**config.mk**
```make
export PLATFORM = sky130hd
export DESIGN_NAME = gen_layer_scheduler_flat
export DESIGN_NICKNAME = d
export VERILOG_FILES = /design/src/rtl/gen_layer_scheduler_if.sv /design/src/rtl/gen_layer_scheduler.sv /design/src/flat_wrapper.sv
export SDC_FILE = /design/constraint.sdc
export NUM_CORES = 1
export LEC_CHECK = 0
export BUFFER_PORTS_ARGS = -buffer_cell sky130_fd_sc_hd__buf_2
export CAP_MARGIN = 40
export CELL_PAD_IN_SITES_DETAIL_PLACEMENT = 1
export CELL_PAD_IN_SITES_GLOBAL_PLACEMENT = 1
export CORE_MARGIN = 3
export CORE_UTILIZATION = 45
export DETAILED_ROUTE_END_ITERATION = 10
export PLACE_DENSITY_LB_ADDON = 0.1
export SYNTH_ARGS = -nofsm -noshare
export SYNTH_HDL_FRONTEND = slang
export SYNTH_SLANG_ARGS = --single-unit
```
**constraint.sdc**
```tcl
create_clock -name clk -period 3.7 [get_ports clk]
set_clock_uncertainty 0.05 [all_clocks]
set_input_delay 0.74 -clock clk [delete_from_list [all_inputs] [get_ports clk]]
set_output_delay 0.74 -clock clk [all_outputs]
set_load 0.02 [all_outputs]
```
**src/rtl/gen_layer_scheduler_if.sv**
```systemverilog
// Handshake bundle between the GAN controller, the scheduler and the layer chain.
interface gen_layer_scheduler_if #(
  parameter int NUM_LAYERS = 3
);
  logic                  req;
  logic                  req_ready;
  logic                  abort;
  logic [NUM_LAYERS-1:0] layer_start;
  logic [NUM_LAYERS-1:0] layer_done;
  logic                  capture_en;
  logic [2:0]            capture_sel;
  logic [2:0]            active_layer;
  logic                  busy;
  logic                  frame_done;
  logic                  timeout_err;
  logic [2:0]            err_layer;
  logic [31:0]           frame_cycles;

  // Scheduler side
  modport slave (
    input  req, abort, layer_done,
    output req_ready, layer_start, capture_en, capture_sel, active_layer,
           busy, frame_done, timeout_err, err_layer, frame_cycles
  );

  // Controller / layer-chain side
  modport master (
    output req, abort, layer_done,
    input  req_ready, layer_start, capture_en, capture_sel, active_layer,
           busy, frame_done, timeout_err, err_layer, frame_cycles
  );
endinterface

```
**src/rtl/gen_layer_scheduler.sv**
```systemverilog
// Layer sequencer: launches each generator layer in turn, strobes capture on
// done, traps hung layers with a watchdog and measures whole-frame latency.
// Every output is a flop loaded from the next-state decode, so outputs line up
// with the state they describe and no input reaches an output combinationally.
module gen_layer_scheduler #(
  parameter int NUM_LAYERS     = 3,
  parameter int TIMEOUT_CYCLES = 262143,
  parameter int WD_W           = 18
) (
  input  logic                clk,
  input  logic                rst_n,
  gen_layer_scheduler_if.slave bus
);

  typedef enum logic [2:0] {
    S_IDLE, S_LAUNCH, S_WAIT, S_CAPTURE, S_FINISH, S_ERROR
  } state_t;

  localparam logic [2:0]      LAST_IDX = 3'(NUM_LAYERS - 1);
  localparam logic [WD_W-1:0] WD_LAST  = WD_W'(TIMEOUT_CYCLES - 1);

  state_t                state_q, state_d;
  logic [2:0]            idx_q, idx_d;
  logic [WD_W-1:0]       wd_q, wd_d;
  logic [31:0]           fcnt_q, fcnt_d;
  logic [2:0]            err_layer_q, err_layer_d;
  logic [31:0]           frame_cycles_q, frame_cycles_d;

  logic                  req_ready_q, req_ready_d;
  logic [NUM_LAYERS-1:0] layer_start_q, layer_start_d;
  logic                  capture_en_q, capture_en_d;
  logic [2:0]            capture_sel_q, capture_sel_d;
  logic [2:0]            active_layer_q, active_layer_d;
  logic                  busy_q, busy_d;
  logic                  frame_done_q, frame_done_d;
  logic                  timeout_err_q, timeout_err_d;

  logic                  done_sel;
  logic                  in_layer_d;

  // Pick out only the current layer's done bit; all others are ignored
  always_comb begin
    done_sel = 1'b0;
    for (int i = 0; i < NUM_LAYERS; i++)
      if (idx_q == 3'(i)) done_sel = done_sel | bus.layer_done[i];
  end

  // Next-state, datapath and registered-output decode
  always_comb begin
    state_d        = state_q;
    idx_d          = idx_q;
    wd_d           = wd_q;
    fcnt_d         = fcnt_q;
    err_layer_d    = err_layer_q;
    frame_cycles_d = frame_cycles_q;

    // Frame counter runs from LAUNCH of layer 0 through the last CAPTURE
    if ((state_q == S_LAUNCH || state_q == S_WAIT || state_q == S_CAPTURE) &&
        fcnt_q != 32'hFFFF_FFFF)
      fcnt_d = fcnt_q + 32'd1;

    case (state_q)
      S_IDLE: if (bus.req) begin
        idx_d       = 3'd0;
        wd_d        = '0;
        fcnt_d      = 32'd0;
        err_layer_d = 3'd0;
        state_d     = S_LAUNCH;
      end
      S_LAUNCH: begin
        wd_d    = '0;
        state_d = S_WAIT;
      end
      S_WAIT: begin
        // done beats a timeout landing on the same cycle
        if (done_sel) state_d = S_CAPTURE;
        else if (wd_q == WD_LAST) begin
          state_d     = S_ERROR;
          err_layer_d = idx_q;
        end else wd_d = wd_q + 1'b1;
      end
      S_CAPTURE: begin
        if (idx_q == LAST_IDX) state_d = S_FINISH;
        else begin
          idx_d   = idx_q + 3'd1;
          state_d = S_LAUNCH;
        end
      end
      S_FINISH: state_d = S_IDLE;
      S_ERROR:  state_d = S_ERROR;
      default:  state_d = S_IDLE;
    endcase

    // Abort overrides any transition and leaves the error record intact
    if (bus.abort) begin
      state_d     = S_IDLE;
      err_layer_d = err_layer_q;
    end

    if (state_d == S_FINISH) frame_cycles_d = fcnt_d;

    in_layer_d     = (state_d == S_LAUNCH) || (state_d == S_WAIT) ||
                     (state_d == S_CAPTURE);
    req_ready_d    = (state_d == S_IDLE);
    busy_d         = (state_d != S_IDLE) && (state_d != S_ERROR);
    capture_en_d   = (state_d == S_CAPTURE);
    capture_sel_d  = (state_d == S_CAPTURE) ? idx_d : 3'd0;
    active_layer_d = in_layer_d ? idx_d : 3'd0;
    frame_done_d   = (state_d == S_FINISH);
    timeout_err_d  = (state_d == S_ERROR);
    for (int i = 0; i < NUM_LAYERS; i++)
      layer_start_d[i] = (state_d == S_LAUNCH) && (idx_d == 3'(i));
  end

  // State and output registers
  always_ff @(posedge clk or negedge rst_n) begin
    if (!rst_n) begin
      state_q        <= S_IDLE;
      idx_q          <= 3'd0;
      wd_q           <= '0;
      fcnt_q         <= 32'd0;
      err_layer_q    <= 3'd0;
      frame_cycles_q <= 32'd0;
      req_ready_q    <= 1'b1;
      layer_start_q  <= '0;
      capture_en_q   <= 1'b0;
      capture_sel_q  <= 3'd0;
      active_layer_q <= 3'd0;
      busy_q         <= 1'b0;
      frame_done_q   <= 1'b0;
      timeout_err_q  <= 1'b0;
    end else begin
      state_q        <= state_d;
      idx_q          <= idx_d;
      wd_q           <= wd_d;
      fcnt_q         <= fcnt_d;
      err_layer_q    <= err_layer_d;
      frame_cycles_q <= frame_cycles_d;
      req_ready_q    <= req_ready_d;
      layer_start_q  <= layer_start_d;
      capture_en_q   <= capture_en_d;
      capture_sel_q  <= capture_sel_d;
      active_layer_q <= active_layer_d;
      busy_q         <= busy_d;
      frame_done_q   <= frame_done_d;
      timeout_err_q  <= timeout_err_d;
    end
  end

  assign bus.req_ready    = req_ready_q;
  assign bus.layer_start  = layer_start_q;
  assign bus.capture_en   = capture_en_q;
  assign bus.capture_sel  = capture_sel_q;
  assign bus.active_layer = active_layer_q;
  assign bus.busy         = busy_q;
  assign bus.frame_done   = frame_done_q;
  assign bus.timeout_err  = timeout_err_q;
  assign bus.err_layer    = err_layer_q;
  assign bus.frame_cycles = frame_cycles_q;

endmodule

```
**src/flat_wrapper.sv**
```systemverilog
// flat-port wrapper written by rule: the top's interface ports become plain ports
module gen_layer_scheduler_flat 
#(
  parameter int NUM_LAYERS     = 3,
  parameter int TIMEOUT_CYCLES = 262143,
  parameter int WD_W           = 18
)
  (clk, rst_n, bus_req, bus_abort, bus_layer_done, bus_req_ready, bus_layer_start, bus_capture_en, bus_capture_sel, bus_active_layer, bus_busy, bus_frame_done, bus_timeout_err, bus_err_layer, bus_frame_cycles);
  gen_layer_scheduler_if #(.NUM_LAYERS(NUM_LAYERS)) bus_i ();
  input  logic clk;
  input  logic rst_n;
  input wire logic [$bits(bus_i.req)-1:0] bus_req;
  input wire logic [$bits(bus_i.abort)-1:0] bus_abort;
  input wire logic [$bits(bus_i.layer_done)-1:0] bus_layer_done;
  output wire logic [$bits(bus_i.req_ready)-1:0] bus_req_ready;
  output wire logic [$bits(bus_i.layer_start)-1:0] bus_layer_start;
  output wire logic [$bits(bus_i.capture_en)-1:0] bus_capture_en;
  output wire logic [$bits(bus_i.capture_sel)-1:0] bus_capture_sel;
  output wire logic [$bits(bus_i.active_layer)-1:0] bus_active_layer;
  output wire logic [$bits(bus_i.busy)-1:0] bus_busy;
  output wire logic [$bits(bus_i.frame_done)-1:0] bus_frame_done;
  output wire logic [$bits(bus_i.timeout_err)-1:0] bus_timeout_err;
  output wire logic [$bits(bus_i.err_layer)-1:0] bus_err_layer;
  output wire logic [$bits(bus_i.frame_cycles)-1:0] bus_frame_cycles;
  assign bus_i.req = bus_req;
  assign bus_i.abort = bus_abort;
  assign bus_i.layer_done = bus_layer_done;
  assign bus_req_ready = bus_i.req_ready;
  assign bus_layer_start = bus_i.layer_start;
  assign bus_capture_en = bus_i.capture_en;
  assign bus_capture_sel = bus_i.capture_sel;
  assign bus_active_layer = bus_i.active_layer;
  assign bus_busy = bus_i.busy;
  assign bus_frame_done = bus_i.frame_done;
  assign bus_timeout_err = bus_i.timeout_err;
  assign bus_err_layer = bus_i.err_layer;
  assign bus_frame_cycles = bus_i.frame_cycles;
  gen_layer_scheduler #(.NUM_LAYERS(NUM_LAYERS), .TIMEOUT_CYCLES(TIMEOUT_CYCLES), .WD_W(WD_W)) u_core (.clk(clk), .rst_n(rst_n), .bus(bus_i));
endmodule
```
==> impl_metrics.csv <==
group,metric,value,unit
outcome,outcome,"completed",
synth,synth_top_area_frac,0.527,
synth,synth_fa_ha_area_frac,0.0177,
detailed_routing,route.met2.wl,5550,microns
sta,tightest_slew,0.922,ns
cells_and_area,num_antenna_cells,0,
synth,syn_area_per_cell,10.3,sq um
sta,setup_viol,0,
synth,synth.most_common_cell,"dfrtp_1",
cells_and_area,fillers,1194,
sta,max-slew-margin-rel,0.382,
sta,setup_tns,0,ns
synth,async_reset_ff_frac,1.00,
synth,synth_edf_count,0,
die,dieWidth,111,microns
detailed_routing,via_per_inst,5.59,
min_path,hold_path_class,"in2async",
synth,synth-compound-area-share,0.110,
sta,final_hold_viol_count,0,
sta,maxClockFrequency,339,MHz
setup_path,reg2regPathDepth,6,
synth,synth_area,0.00494,sq mm
flow_run,maxCapViolations,0,
detailed_routing,wire_per_inst,17.3,microns
sta,finalHoldWorstSlack,0.160,ns
clock_tree,post_cts_resized,0,
sta,finalCriticalPeriod,2.95,ns
detailed_routing,drc,0,
setup_path,r2r-end,"u_core.bus.frame_cycles[0]$_DFFE_PN0P_",
die,boundaryPins,56,
place,dpl.hpwl,8350,microns
setup_path,cp.arrival,3.16,ns
die,row_count,37,
detailed_routing,vias,3759,
setup_path,endpoint_kind,"register",
pwr,finalPower,2.34,mW
synth,synth_nets,493,
global_route,grt_pass1_wl,20400,microns
detailed_routing,drt-pass1-iter-count,4,
setup_path,required,3.92,ns
cells_and_area,final_cells,673,
global_route,antenna_found_initial,0,
synth,netlist_instances,479,
setup_path,cp-startpoint,"u_core.fcnt_q[0]$_DFF_PN0_",
synth,synthTopCellsByCount,"104 x dfrtp_1, 88 x nor2_1, 29 x xor2_1, 28 x a21oi_1, 21 x nand3_1",
clock_tree,cts-buffers-inserted,9,
cells_and_area,drive_gt1_frac,0.201,
detailed_routing,wl_met3,403,microns
setup_path,crit-reg2reg-launch,"u_core.fcnt_q[0]$_DFF_PN0_",
global_route,grt_max_degree,66,
setup_path,startpoint_type,"register",
synth,synth_area_leaders,"dfrtp_1 53%, nor2_1 6.7%, xor2_1 5.1%, a21oi_1 2.8%, nand3_1 2.1%",
clock_tree,root_buffer,"clkbuf_8",
global_route,grt_pass1_vias,4047,
place,placement.io_buffers,55,
synth,yosys_warnings,0,
clock_tree,clkSinkCount,105,
synth,synth_top_family_by_area,"simple AND/OR/NAND/NOR gates",
synth,synth_xor_xnor_area_share,0.0692,
clock_tree,cts_tree,"yes",
clock_tree,postCtsSetupBuffers,0,
sta,slew_viol_final,0,
setup_path,worst-path-max-fanout,11,
setup_path,r2r_slack,0.75,ns
detailed_routing,routed_wl,11600,microns
clock_tree,clk-insertion-delay-late,0.39,ns
sta,post-route-period-util,0.796,
place,placed_cells,657,
clock_tree,htree_levels,3,
die,dieArea,0.0123,sq mm
die,core,0.0105,sq mm
detailed_routing,met1_length,5520,microns
sta,rsz0062_at_grt,"false",
die,start_util,0.470,
synth,ys.flop_type,"dfrtp_1",
detailed_routing,ant_nets,0,
synth,netlist-cell-type-count,63,
cells_and_area,layout.nets,546,
setup_path,worstSetupPathType,"reg2reg",
cells_and_area,syn_to_final_growth,13.9,%
global_route,grt_usage,0.201,
synth,synth_seq_cells,105,
synth,yosys.area_share.simple,0.215,
detailed_routing,top_layer,"met4",
pwr,power.density,416,mW/mm^2
synth,muxShareOfSynthArea,0.0284,
global_route,grt.overflow.total,0,
synth,synth_largest_area_cell,"dfrtp_1",
clock_tree,cts_hold_buf,0,
detailed_routing,drtIter0Drc,193,
clock_tree,clk_pin_slew_worst_paths,0.10,ns
pwr,cellLeakagePower,2.53,nW
synth,ys_seq_area_frac,0.532,
clock_tree,cts_buffer_depth,2,
die,die_h,111,microns
place,gp_congestion,0.861,
pwr,vdd_ir_drop_max,298,uV
[power breakdown]
group / switching (mW) / internal [mW]
Sequential: 0.0381 / 1.19
Clock: 0.383 / 0.464
Combinational: 0.180 / 0.0826
Total: 0.601 / 1.74
[critical path: stages, from the launching register on]
cell	delay, ns
dfrtp_1	0.42
ha_1	0.24
nand3_1	0.17
or4_1	0.61
o31ai_2	0.77
o21ai_0	0.26
mux2_2	0.32
[final cells by class]
cell class | instances | area (sq um) | share of cell area
multi-input combinational | 344 | 2190 | 0.390
clock buffer | 10 | 138 | 0.0245
timing repair buffer | 62 | 350 | 0.0623
inverter | 10 | 37.5 | 0.00667
tap | 136 | 170 | 0.0303
clock inverter | 6 | 105 | 0.0187
sequential | 105 | 2630 | 0.467
[state kept, by name, summed over array words and instances, names as in the netlist]
name	cells
u_core.bus.capture_en	1
u_core.bus.layer_start	3
u_core.wd_q	18
u_core.fcnt_q	32
u_core.bus.active_layer	3
u_core.bus.timeout_err	1
u_core.bus.capture_sel	3
u_core.bus.frame_done	1
u_core.bus.busy	1
u_core.bus.frame_cycles	32
u_core.bus.err_layer	3
u_core.idx_q	3
u_core.bus.req_ready	1
u_core.state_q	3
[cells by family (layout without fill, tap and decap cells)]
logic type	count (synthesis)	after routing
adder cells (fa/ha/maj)	7	7
multiplexers	13	13
AND/OR/NAND/NOR	206	206
flip-flops	105	105
AO/OA/AOI/OAI	78	78
buffers and inverters	30	88
other	1	1
XOR/XNOR	39	39
[how the worst max path moves through the flow]
stage                                                          to  cells past startpoint  slack [ns]
after floorplan                       u_core.wd_q[14]$_DFFE_PN0P_                      6        1.34
after global placement    u_core.bus.frame_cycles[30]$_DFFE_PN0P_                     10        0.91
after detailed placement              u_core.wd_q[14]$_DFFE_PN0P_                      7        0.81
after CTS                  u_core.bus.frame_cycles[0]$_DFFE_PN0P_                      6        0.80
after global routing      u_core.bus.frame_cycles[30]$_DFFE_PN0P_                     10        0.58
final                      u_core.bus.frame_cycles[0]$_DFFE_PN0P_                      6        0.75
[stage by stage]
step | setup WS [ns] | cell area [sq um] | utilization
2_1_floorplan | 1.34 | 4940 | -
3_3_place_gp | 0.913 | 5350 | 0.509
3_5_place_dp | 0.809 | 5380 | 0.512
4_1_cts | 0.798 | 5620 | 0.535
5_1_grt | 0.581 | 5620 | 0.535
6_report | 0.754 | 5620 | 0.535
[layout by cell type, fill, tap and decap left out, types with 4 or more instances in the layout]
cell	instances
a21oi_1	28
a31o_2	5
and3_1	5
and4_1	6
buf_2	54
buf_4	7
clkbuf_8	10
dfrtp_1	104
ha_1	7
inv_1	9
mux2_2	7
mux2i_1	5
nand2_1	20
nand2b_1	5
nand3_1	21
nand4_1	15
nor2_1	88
nor2b_1	8
nor3_1	12
o2111ai_1	5
o211ai_1	7
o21ai_0	10
o31ai_1	4
xnor2_1	10
xor2_1	29
[layer usage]
| metal | global-route usage | vias to the layer above |
|---|---|---|
| li1 | - | 1782 |
| met1 | 0.273 | 1907 |
| met2 | 0.325 | 58 |
| met3 | 0.0388 | 12 |
| met4 | 0.0632 | 0 |
| met5 | 0 | - |
(Power assumes the default switching activity.)
